--- src/rtl/adc_acq_scheduler.sv ---
`timescale 1ns/1ps
// adc_acq_scheduler: paces ADC conversions, hands readout and register writes to an SPI controller
module adc_acq_scheduler #(
    parameter int DIV_WIDTH    = 16,
    parameter int CNV_HIGH     = 2,
    parameter int BUSY_TIMEOUT = 64
) (
    input  logic                 clk,
    input  logic                 resetn,
    input  logic                 enable,
    input  logic [DIV_WIDTH-1:0] cnv_div,
    input  logic                 cfg_req,
    input  logic [23:0]          cfg_cmd,
    output logic                 cfg_ack,
    output logic                 cnv,
    input  logic                 adc_busy,
    output logic                 start_acq,
    output logic                 start_reg_wrt,
    output logic [23:0]          reg_cmd,
    input  logic                 acq_done,
    input  logic                 reg_wrt_done,
    input  logic [31:0]          cnv_data,
    output logic [31:0]          m_data,
    output logic                 m_valid,
    input  logic                 m_ready,
    output logic                 overrun,
    output logic                 timeout,
    input  logic                 err_clr
);
    localparam int TMAX = CNV_HIGH > BUSY_TIMEOUT ? CNV_HIGH : BUSY_TIMEOUT;
    localparam int TW   = $clog2(TMAX + 1);

    typedef enum logic [2:0] {IDLE, CNV, WAIT_RISE, WAIT_FALL, ACQ, REG_WR} state_e;

    state_e               state_q, state_d;
    logic [DIV_WIDTH-1:0] cnt_q, cnt_d, period;
    logic                 en_q, tick, busy_to;
    logic [TW-1:0]        tmr_q, tmr_d;
    logic                 start_acq_q, start_acq_d, start_reg_wrt_q, start_reg_wrt_d;
    logic                 cfg_ack_q, cfg_ack_d, m_valid_q, m_valid_d;
    logic                 overrun_q, overrun_d, timeout_q, timeout_d;
    logic                 capture, accept;
    logic [23:0]          reg_cmd_q, reg_cmd_d;
    logic [31:0]          m_data_q, m_data_d;

    // period counter restarts on every enable rising edge and ticks at count 0
    always_comb begin
        period = cnv_div < DIV_WIDTH'(2) ? DIV_WIDTH'(2) : cnv_div;
        tick   = enable && en_q && cnt_q == '0;
        cnt_d  = (!enable || !en_q || cnt_q >= period - 1'b1) ? '0 : cnt_q + 1'b1;
    end

    // counter and enable-edge registers
    always_ff @(posedge clk or negedge resetn) begin
        if (!resetn) begin
            cnt_q <= '0;
            en_q  <= 1'b0;
        end else begin
            cnt_q <= cnt_d;
            en_q  <= enable;
        end
    end

    // state register with per-state timer cleared on every transition
    always_ff @(posedge clk or negedge resetn) begin
        if (!resetn) begin
            state_q <= IDLE;
            tmr_q   <= '0;
        end else begin
            state_q <= state_d;
            tmr_q   <= tmr_d;
        end
    end

    // next-state logic; a tick beats a pending register write, and the request
    // still visible during the acknowledge cycle is not re-served
    always_comb begin
        busy_to = state_q == WAIT_RISE && !adc_busy && tmr_q == TW'(BUSY_TIMEOUT - 1);
        state_d = state_q;
        case (state_q)
            IDLE:      state_d = tick ? CNV : (cfg_req && !cfg_ack_q) ? REG_WR : IDLE;
            CNV:       state_d = tmr_q == TW'(CNV_HIGH - 1) ? WAIT_RISE : CNV;
            WAIT_RISE: state_d = adc_busy ? WAIT_FALL : busy_to ? IDLE : WAIT_RISE;
            WAIT_FALL: state_d = adc_busy ? WAIT_FALL : ACQ;
            ACQ:       state_d = acq_done ? IDLE : ACQ;
            REG_WR:    state_d = reg_wrt_done ? IDLE : REG_WR;
            default:   state_d = IDLE;
        endcase
        tmr_d = state_d != state_q ? '0 : tmr_q + 1'b1;
    end

    // outputs: strobe decode, pulse requests, sample hand-off and sticky errors
    always_comb begin
        cnv             = state_q == CNV;
        start_acq_d     = state_q == WAIT_FALL && !adc_busy;
        start_reg_wrt_d = state_q == IDLE && state_d == REG_WR;
        cfg_ack_d       = state_q == REG_WR && reg_wrt_done;
        reg_cmd_d       = start_reg_wrt_d ? cfg_cmd : reg_cmd_q;
        capture         = state_q == ACQ && acq_done;
        accept          = !m_valid_q || m_ready;
        m_valid_d       = capture || (m_valid_q && !m_ready);
        m_data_d        = capture && accept ? cnv_data : m_data_q;
        overrun_d       = (tick && state_q != IDLE) || (capture && !accept) || (overrun_q && !err_clr);
        timeout_d       = busy_to || (timeout_q && !err_clr);
    end

    // registered outputs
    always_ff @(posedge clk or negedge resetn) begin
        if (!resetn) begin
            start_acq_q     <= 1'b0;
            start_reg_wrt_q <= 1'b0;
            cfg_ack_q       <= 1'b0;
            reg_cmd_q       <= '0;
            m_valid_q       <= 1'b0;
            m_data_q        <= '0;
            overrun_q       <= 1'b0;
            timeout_q       <= 1'b0;
        end else begin
            start_acq_q     <= start_acq_d;
            start_reg_wrt_q <= start_reg_wrt_d;
            cfg_ack_q       <= cfg_ack_d;
            reg_cmd_q       <= reg_cmd_d;
            m_valid_q       <= m_valid_d;
            m_data_q        <= m_data_d;
            overrun_q       <= overrun_d;
            timeout_q       <= timeout_d;
        end
    end

    assign start_acq     = start_acq_q;
    assign start_reg_wrt = start_reg_wrt_q;
    assign cfg_ack       = cfg_ack_q;
    assign reg_cmd       = reg_cmd_q;
    assign m_valid       = m_valid_q;
    assign m_data        = m_data_q;
    assign overrun       = overrun_q;
    assign timeout       = timeout_q;
endmodule

--- config.mk ---
export PLATFORM = sky130hd
export DESIGN_NAME = adc_acq_scheduler
export DESIGN_NICKNAME = d
export VERILOG_FILES = /design/src/rtl/adc_acq_scheduler.sv
export SDC_FILE = /design/constraint.sdc
export NUM_CORES = 1
export LEC_CHECK = 0
export ABC_CLOCK_PERIOD_IN_PS = 4200
export CELL_PAD_IN_SITES_DETAIL_PLACEMENT = 1
export CELL_PAD_IN_SITES_GLOBAL_PLACEMENT = 2
export CORE_AREA = 2 2 122 124
export DETAILED_ROUTE_END_ITERATION = 8
export DIE_AREA = 0 0 124 126
export PLACE_DENSITY = 0.91
export SKIP_CTS_REPAIR_TIMING = 1
export SYNTH_ARGS = -nofsm -noshare
export SYNTH_HDL_FRONTEND = slang
export SYNTH_SLANG_ARGS = --single-unit
--- constraint.sdc ---
create_clock -name clk -period 4.2 [get_ports clk]
set_clock_uncertainty 0.15 [all_clocks]
set_input_delay 0.42 -clock clk [delete_from_list [all_inputs] [get_ports clk]]
set_output_delay 0.42 -clock clk [all_outputs]
set_load 0.05 [all_outputs]
==> metrics.log, run 1 <==
INFO  metric finalHoldWorstSlack = -1.106 ps
INFO  metric multi_input_area = 0.002141 mm²
INFO  metric placement_rows = 44
INFO  metric pwr-share-seq = 28.8%
INFO  metric grt_first_pass_wirelength = 19.53 mm
INFO  metric initial_core_util = a little under a third
INFO  metric via_per_inst = 4.953
INFO  metric synth.avg_cell_area = ~12 µm²
INFO  metric n_fill_cell = ~1,500
INFO  metric place.detailed.instances = 699
INFO  metric power_frac_clock = about 20%
INFO  metric crit_family = simple AND/OR/NAND/NOR gates
INFO  metric power_switching = 0.002069 W
INFO  metric layout.nets = between 600 and 700
INFO  metric post_synth_edffs = 0
INFO  metric max_stage_delay = 470 ps
INFO  metric final-max-slew-violation-count = 0
INFO  metric ios = about 140
INFO  metric drc = 0
INFO  metric antenna-diode-count = 0
INFO  metric comb_power_share = 51.2%
INFO  metric floorplan.die.width = roughly 120 µm
INFO  metric synth.cell_area = 0.004370 mm²
INFO  metric clk_latency = roughly 330 ps
INFO  metric route.vias.total = 3,556
INFO  metric timing.hold.worst.class = in2async
INFO  metric fp.dieArea = about 0.016 mm²
INFO  metric timing.final.setup_violations = 0
INFO  metric drt_pass1_iterations = 4
INFO  metric portBuffers = 143
INFO  metric layout.cell_area.non_filler = 0.006633 mm²
INFO  metric sw_frac_of_total = 43.12%
INFO  metric kind_of_critical_path = in2reg
INFO  metric slowest_library_cell_on_the_worst_path = sky130_fd_sc_hd__or4_4
INFO  metric first_global_vias = approximately 3,900
INFO  metric critical_path_required = approximately 4300 ps
INFO  metric ant_nets = 0
INFO  metric synthCells = 363
INFO  metric post_route_cells_drive_above_1_share = between 20% and 30%
INFO  metric cp-start-kind = input port
INFO  metric initialDrtViolationCount = 145
INFO  metric placement.cell_area = roughly 0.0061 mm²
INFO  metric place.detailed.hpwl = 9.818 mm
INFO  metric final_period_minus_worst_setup_slack = 3994 ps
INFO  metric timing.slew.headroom = 50.96%
INFO  metric sequential_cell_area = 0.002227 mm²
INFO  metric crit_buf_inv = 3
INFO  metric totalWireLength = 12.64 mm
INFO  metric power_per_cell_area = 723.4 mW/mm²
INFO  metric violated_checks = negative hold slack
INFO  metric maxClockFrequency = 0.2504 GHz
INFO  metric areaGrowthSynthToFinish = 51.76%
INFO  metric max-cap-violations = 0
INFO  metric leakage_power = roughly 2.8 nW
INFO  metric worst_ir_drop_vdd = 266.7 µV
INFO  metric critPathArrivalTime = 4100 ps
INFO  metric stdcell_count = 718
INFO  metric tritoncts = yes
INFO  metric cts_made_buffers = 9
INFO  metric grt_max_degree = 59
INFO  metric synth.lib_cells_used.distinct = 45
INFO  metric clock_sink_count = 89
INFO  metric worstMarginPinSlew = ~740 ps
INFO  metric synth_top_flop_cell = sky130_fd_sc_hd__dfrtp_1
INFO  metric dieHeight = approximately 130 µm
INFO  metric critical_path.cell_chain = clkdlybuf4s50_1 -> or4_4 -> nor4_4 -> nand2_1 -> o21ai_2 -> ha_2 -> inv_1 -> or4_4 -> xor2_1 -> ha_2 -> a21oi_2 -> nor2_2 -> a2111oi_4 -> o211ai_1 -> buf_4 -> a21oi_2
INFO  metric yosys_reg_bits = 89
INFO  metric groute.usage.overall = 15.90%
INFO  metric area_of_the_core_region = 0.01431 mm²
INFO  metric htreeDepth = 3
INFO  metric clockBufferDepth = 2
INFO  metric status = complete, but fails checks
INFO  metric grt_antenna_before_repair = 0
INFO  metric cts.root.buffer_cell = sky130_fd_sc_hd__clkbuf_16
INFO  metric grt-ovfl-total = 0
INFO  metric cts.clk_slew.worst_paths = ~70 ps
INFO  metric p_int = 0.002729 W
INFO  metric ys_warn_count = 0
INFO  metric timing_hold_violations_final = 1
INFO  metric crit_path_end_kind = flop
INFO  metric finalCritPeriodShare = 95.09%
INFO  metric gp_congestion = 0.8237
INFO  metric drt-wirelength-per-cell = approximately 18 µm
INFO  metric ys_async_sr_fraction = 100.0%
INFO  metric syn-num-nets = approximately 470
INFO  metric worst-path-max-fanout = 7
INFO  metric yosysSeqAreaShare = 50.96%
==> power by group through the flow <==
stage / logic [W] / registers (W) / clock network, W
detailed placement: 0.00247 / 0.00140 / 0
global placement: 0.00241 / 0.00135 / 0
CTS: 0.00248 / 0.00139 / 0.000976
floorplan: 0.000599 / 0.00235 / 0
global route: 0.00258 / 0.00142 / 0.00102
finish: 0.00246 / 0.00138 / 0.000959
==> synthesized netlist by cell type (9+ instances only) <==
cell                       count  area share, %
sky130_fd_sc_hd__dfrtp_1      89             51
sky130_fd_sc_hd__mux2_2       57             15
sky130_fd_sc_hd__ha_1         21            6.0
sky130_fd_sc_hd__xor2_1       20            4.0
sky130_fd_sc_hd__a21oi_1      19            2.2
sky130_fd_sc_hd__nand2_1      13            1.1
sky130_fd_sc_hd__inv_1        12            1.0
sky130_fd_sc_hd__xnor2_1      11            2.2
sky130_fd_sc_hd__a211oi_1     10            1.7
sky130_fd_sc_hd__nand3_1      10            1.1
sky130_fd_sc_hd__nor2_1       10           0.86
sky130_fd_sc_hd__nor3_1        9            1.0
==> stage by stage <==
stage | hold WS, ps | worst slack [ps] | total power [W] | setup TNS (ps) | utilization, %
after floorplan | -25.59 | 259.0 | 0.002946 | 0 | -
after global placement | 321.6 | -145.7 | 0.003761 | -2157 | 42.87
after detailed placement | 334.4 | -490.9 | 0.003871 | -7311 | 42.87
after CTS | 21.22 | -148.5 | 0.004841 | -1757 | 45.37
after global routing | 53.16 | -13.21 | 0.005016 | -24.58 | 46.34
final | -1.106 | 206.4 | 0.004798 | 0 | 46.34
==> layout make-up <==
class / instances / share of cell area (%)
multi-input cells: 250 / 32.28
flip-flops and latches: 89 / 33.58
inverters: 12 / 0.6791
clock buffers: 10 / 3.452
well taps: 184 / 3.471
repair buffers: 168 / 24.60
clock inverters: 5 / 1.943
==> state kept, by name, summed over array words and instances, names as in the netlist <==
name / cells
m_data: 32
reg_cmd: 24
cnt_q: 16
tmr_q: 7
state_q: 3
cfg_ack: 1
en_q: 1
m_valid: 1
overrun: 1
start_acq: 1
start_reg_wrt: 1
timeout: 1
==> path summary, 6_finish.rpt <==
path	slack (ps)	cells past startpoint	start	endpoint
setup reg to reg	1620	8	cnt_q[0]$_DFF_PN0_	reg_cmd[20]$_DFFE_PN0P_
hold / removal	-1	1	resetn	m_data[10]$_DFFE_PN0P_
hold reg to reg	340	1	tmr_q[0]$_DFF_PN0_	tmr_q[0]$_DFF_PN0_
max in group asynchronous	2970	2	resetn	reg_cmd[16]$_DFFE_PN0P_
min in group clk	340	1	tmr_q[0]$_DFF_PN0_	tmr_q[0]$_DFF_PN0_
setup / recovery	210	16	cnv_div[10]	cnt_q[11]$_DFF_PN0_
==> layout by cell type (no fill, tap or decap), types with 2 or more instances in the layout <==
cell type / Yosys / routed
sky130_fd_sc_hd__clkdlybuf4s50_1: 0 / 139
sky130_fd_sc_hd__a21oi_2: 0 / 8
sky130_fd_sc_hd__o21ai_0: 7 / 6
sky130_fd_sc_hd__xnor2_1: 11 / 11
sky130_fd_sc_hd__or4_1: 3 / 2
sky130_fd_sc_hd__nor3_1: 9 / 8
sky130_fd_sc_hd__nand2_1: 13 / 12
sky130_fd_sc_hd__clkbuf_16: 0 / 9
sky130_fd_sc_hd__nand4_1: 5 / 5
sky130_fd_sc_hd__inv_1: 12 / 12
sky130_fd_sc_hd__dfrtp_1: 89 / 89
sky130_fd_sc_hd__o21a_1: 3 / 3
sky130_fd_sc_hd__dlymetal6s2s_1: 0 / 3
sky130_fd_sc_hd__and3_1: 7 / 7
sky130_fd_sc_hd__nor4_1: 5 / 4
sky130_fd_sc_hd__and2_1: 2 / 2
sky130_fd_sc_hd__buf_6: 0 / 2
sky130_fd_sc_hd__ha_1: 21 / 19
sky130_fd_sc_hd__a21oi_1: 19 / 11
sky130_fd_sc_hd__bufinv_16: 0 / 4
sky130_fd_sc_hd__o31ai_1: 2 / 2
sky130_fd_sc_hd__nand3_1: 10 / 10
sky130_fd_sc_hd__ha_2: 0 / 2
sky130_fd_sc_hd__nor2_1: 10 / 9
sky130_fd_sc_hd__a211oi_1: 10 / 9
sky130_fd_sc_hd__nand2_2: 1 / 2
sky130_fd_sc_hd__buf_4: 0 / 24
sky130_fd_sc_hd__xor2_1: 20 / 20
sky130_fd_sc_hd__or3_1: 3 / 3
sky130_fd_sc_hd__o211ai_1: 5 / 5
sky130_fd_sc_hd__nor4_4: 1 / 3
sky130_fd_sc_hd__and4_1: 3 / 3
sky130_fd_sc_hd__mux2_2: 57 / 57
sky130_fd_sc_hd__or4_4: 2 / 3
sky130_fd_sc_hd__nand2b_1: 5 / 5
==> logic make-up (layout without fill, tap and decap cells) <==
family / Yosys count / after routing / share of synthesized area, %
AO/OA/AOI/OAI: 58 / 58 / 8.846
multiplexers: 57 / 57 / 14.69
flip-flops: 89 / 89 / 50.96
buffers and inverters: 24 / 195 / 2.204
XOR/XNOR: 31 / 31 / 6.212
AND/OR/NAND/NOR: 83 / 83 / 11.08
adder cells (fa/ha/maj): 21 / 21 / 6.012
==> routing by layer <==
layer / global-route usage (%) / routed length, µm
met4: 4.560 / 164
met2: 29.77 / 6634
met5: 0 / 0
met1: 17.41 / 4838
met3: 4.031 / 1001
No activity file was read; power rests on OpenSTA's default activity.
==> run 2: changes to the inputs <==
Settings changed: GPL_TIMING_DRIVEN set to 0.
==> run 2 against run 1 <==
The run now ends clean. Critical path depth stayed put. Sequential share of layout area is 0.37 points higher. Core utilization is 0.51 points lower. Register-to-register slack got worse by 250 ps. Die area is the same. Flip-flop and latch count unchanged. Worst setup slack better by 30 ps. Count of clock-buffer cells in the layout is 1 higher. Total power down 3.4%. Non-clock buffer count fell by 2. Largest power group unchanged. Clock power fell by 18%. Final cell count down 0.14%.
==> metrics.log, run 2 (synthesis results as in run 1) <==
INFO  metric timing.reg2reg.worst_path_depth = 8 (unchanged)
INFO  metric worst-path-max-fanout = 5 (-2)
INFO  metric critPathArrivalTime = 4070 ps (-30 ps)
INFO  metric final-max-slew-violation-count = 0 (unchanged)
INFO  metric grt_first_pass_wirelength = 19.20 mm (-1.7%)
INFO  metric grt_max_degree = 49 (-17%)
INFO  metric crit_path_end_kind = flop
INFO  metric regToRegSetupSlack = 1370 ps (-250 ps)
INFO  metric place.detailed.instances = 691 (-1.1%)
INFO  metric ios = 144 (unchanged)
INFO  metric floorplan.die.width = 124 µm (unchanged)
INFO  metric groute.usage.overall = 15.55% (-0.35 points)
INFO  metric via_per_inst = 4.900 (-1.1%)
INFO  metric layout.cells.most_common_list = sky130_fd_sc_hd__clkdlybuf4s50_1 (134), sky130_fd_sc_hd__dfrtp_1 (89), sky130_fd_sc_hd__mux2_2 (57)
INFO  metric clockBufferDepth = 2 (unchanged)
INFO  metric finalHoldWorstSlack = 346.4 ps (+347.5 ps)
INFO  metric post_route_cells_drive_above_1_share = 21.58% (-1.1 points)
INFO  metric initial_core_util = 30.53% (unchanged)
INFO  metric initialDrtViolationCount = 148 (+2.1%)
INFO  metric grt-ovfl-total = 0 (unchanged)
INFO  metric critical_path_required = 4310 ps (about the same)
INFO  metric largest_reg_flops = 32 (unchanged)
INFO  metric htreeDepth = 3 (unchanged)
INFO  metric timing_hold_violations_final = 0 (-1)
INFO  metric max-cap-violations = 0 (unchanged)
INFO  metric tritoncts = yes
INFO  metric worst_ir_drop_vdd = 234.8 µV (-12%)
INFO  metric drc = 0 (unchanged)
INFO  metric place.detailed.hpwl = 9.451 mm (-3.7%)
INFO  metric final_period_minus_worst_setup_slack = 3964 ps (-29.56 ps)
INFO  metric antenna-diode-count = 0 (unchanged)
INFO  metric pre_cts_ws = -986.2 ps (-495.3 ps)
INFO  metric gp_congestion = 0.7833 (-4.9%)
INFO  metric first_global_vias = 3,840 (-1.2%)
INFO  metric drt-wirelength-per-cell = 17.06 µm (-3.1%)
INFO  metric mostFrequentLayoutCell = sky130_fd_sc_hd__clkdlybuf4s50_1
INFO  metric portBuffers = 143 (unchanged)
INFO  metric worstMarginPinSlew = 588.4 ps (-147.2 ps)
INFO  metric area_of_the_core_region = 0.01431 mm² (unchanged)
INFO  metric fp.dieArea = 0.01562 mm² (unchanged)
INFO  metric placement_rows = 44 (unchanged)
INFO  metric cts.clk_slew.worst_paths = 60 ps (about the same)
INFO  metric setup.worst_path.end = cnt_q[9]$_DFF_PN0_
INFO  metric stdcell_count = 717 (-0.14%)
INFO  metric cp-start-kind = input port
INFO  metric leakage_power = 2.760 nW (-0.59%)
INFO  metric finalCritPeriodShare = 94.38% (-0.70 points)
INFO  metric timing.hold.worst.class = reg2reg
INFO  metric clock_sink_count = 89 (unchanged)
INFO  metric grt_antenna_before_repair = 0 (unchanged)
INFO  metric layout.nets = 630 (-0.32%)
INFO  metric dieHeight = 126 µm (unchanged)
INFO  metric power_per_cell_area = 706.7 mW/mm² (-2.3%)
INFO  metric status = finished, final reports clean
INFO  metric totalWireLength = 12.23 mm (-3.2%)
INFO  metric cts.root.buffer_cell = sky130_fd_sc_hd__clkbuf_16
INFO  metric drt_pass1_iterations = 4 (unchanged)
INFO  metric maxClockFrequency = 0.2523 GHz (+0.75%)
INFO  metric timing.final.setup_violations = 0 (unchanged)
INFO  metric ant_nets = 0 (unchanged)
INFO  metric timing.slew.headroom = 60.77% (+9.8 points)
INFO  metric areaGrowthSynthToFinish = 50.10%
INFO  metric worst_setup_path_startpoint = cnv_div[11]
INFO  metric cts_made_buffers = 9 (unchanged)
INFO  metric setup_total_negative_slack = 0 ps (unchanged)
INFO  metric clk_latency = 330 ps (about the same)
INFO  metric kind_of_critical_path = in2reg
INFO  metric regToRegEndpoint = reg_cmd[16]$_DFFE_PN0P_
INFO  metric route.vias.total = 3,513 (-1.2%)
INFO  metric layout.core_utilization = 45.83% (-0.51 points)
INFO  metric setup_ws_final = 235.9 ps (+29.56 ps)
INFO  metric r2r_start = cnt_q[0]$_DFF_PN0_
run 2: final cells by class:
class | count | area [µm²]
plain buffers | 12 | 62.56
multi-input cells | 250 | 2143
clock buffers | 11 | 242.7
flip-flops and latches | 89 | 2227
fillers | 1515 | 7754
inverters | 12 | 45.04
clock inverters | 5 | 55.05
repair buffers | 154 | 1554
well taps | 184 | 230.2
run 2: worst min path at each step:
stage	from	end	slack [ps]	depth (start not counted)
after global placement	tmr_q[0]$_DFF_PN0_	tmr_q[0]$_DFF_PN0_	320	1
after global routing	reg_cmd[8]$_DFFE_PN0P_	reg_cmd[8]$_DFFE_PN0P_	370	1
after CTS	resetn	m_data[9]$_DFFE_PN0P_	-60	1
after detailed placement	resetn	m_data[9]$_DFFE_PN0P_	300	1
after floorplan	resetn	cfg_ack$_DFF_PN0_	-30	0
final	tmr_q[0]$_DFF_PN0_	tmr_q[0]$_DFF_PN0_	350	1
run 2: metal layers:
| layer | vias up | share of wire (%) | track usage, % |
|---|---|---|---|
| met2 | 111 | 52 | 28.54 |
| met3 | 11 | 7.5 | 3.442 |
| li1 | 1648 | - | - |
| met4 | 0 | 1.3 | 4.957 |
| met1 | 1743 | 40 | 17.65 |
| met5 | - | 0 | 0 |
run 2: stage by stage:
| stage | total power [W] | cell area (µm²) |
|---|---|---|
| global route | 0.004878 | 6560 |
| CTS | 0.004681 | 6355 |
| finish | 0.004636 | 6560 |
| global placement | 0.003770 | 6032 |
| floorplan | 0.002946 | 4370 |
| detailed placement | 0.003862 | 6057 |
run 2: worst max-delay path: stages:
cell                             delay (ps)
sky130_fd_sc_hd__dlymetal6s2s_1         170
sky130_fd_sc_hd__or4_4                  590
sky130_fd_sc_hd__nor4_4                 380
sky130_fd_sc_hd__nand2_2                120
sky130_fd_sc_hd__o21ai_2                180
sky130_fd_sc_hd__ha_2                   210
sky130_fd_sc_hd__inv_1                   80
sky130_fd_sc_hd__or4_4                  480
sky130_fd_sc_hd__xor2_1                 160
sky130_fd_sc_hd__ha_1                   190
sky130_fd_sc_hd__a21oi_2                130
sky130_fd_sc_hd__nor2_2                  70
sky130_fd_sc_hd__a2111oi_4              290
sky130_fd_sc_hd__o211ai_1               260
sky130_fd_sc_hd__buf_4                  230
sky130_fd_sc_hd__a21oi_1                130
run 2: report_power, final:
| part | switching (W) | total [W] | internal (W) |
|---|---|---|---|
| sequential | 0.000178 | 0.00135 | 0.00117 |
| clock | 0.000314 | 0.000789 | 0.000475 |
| combinational | 0.00157 | 0.00249 | 0.000921 |
| total | 0.00207 | 0.00464 | 0.00257 |
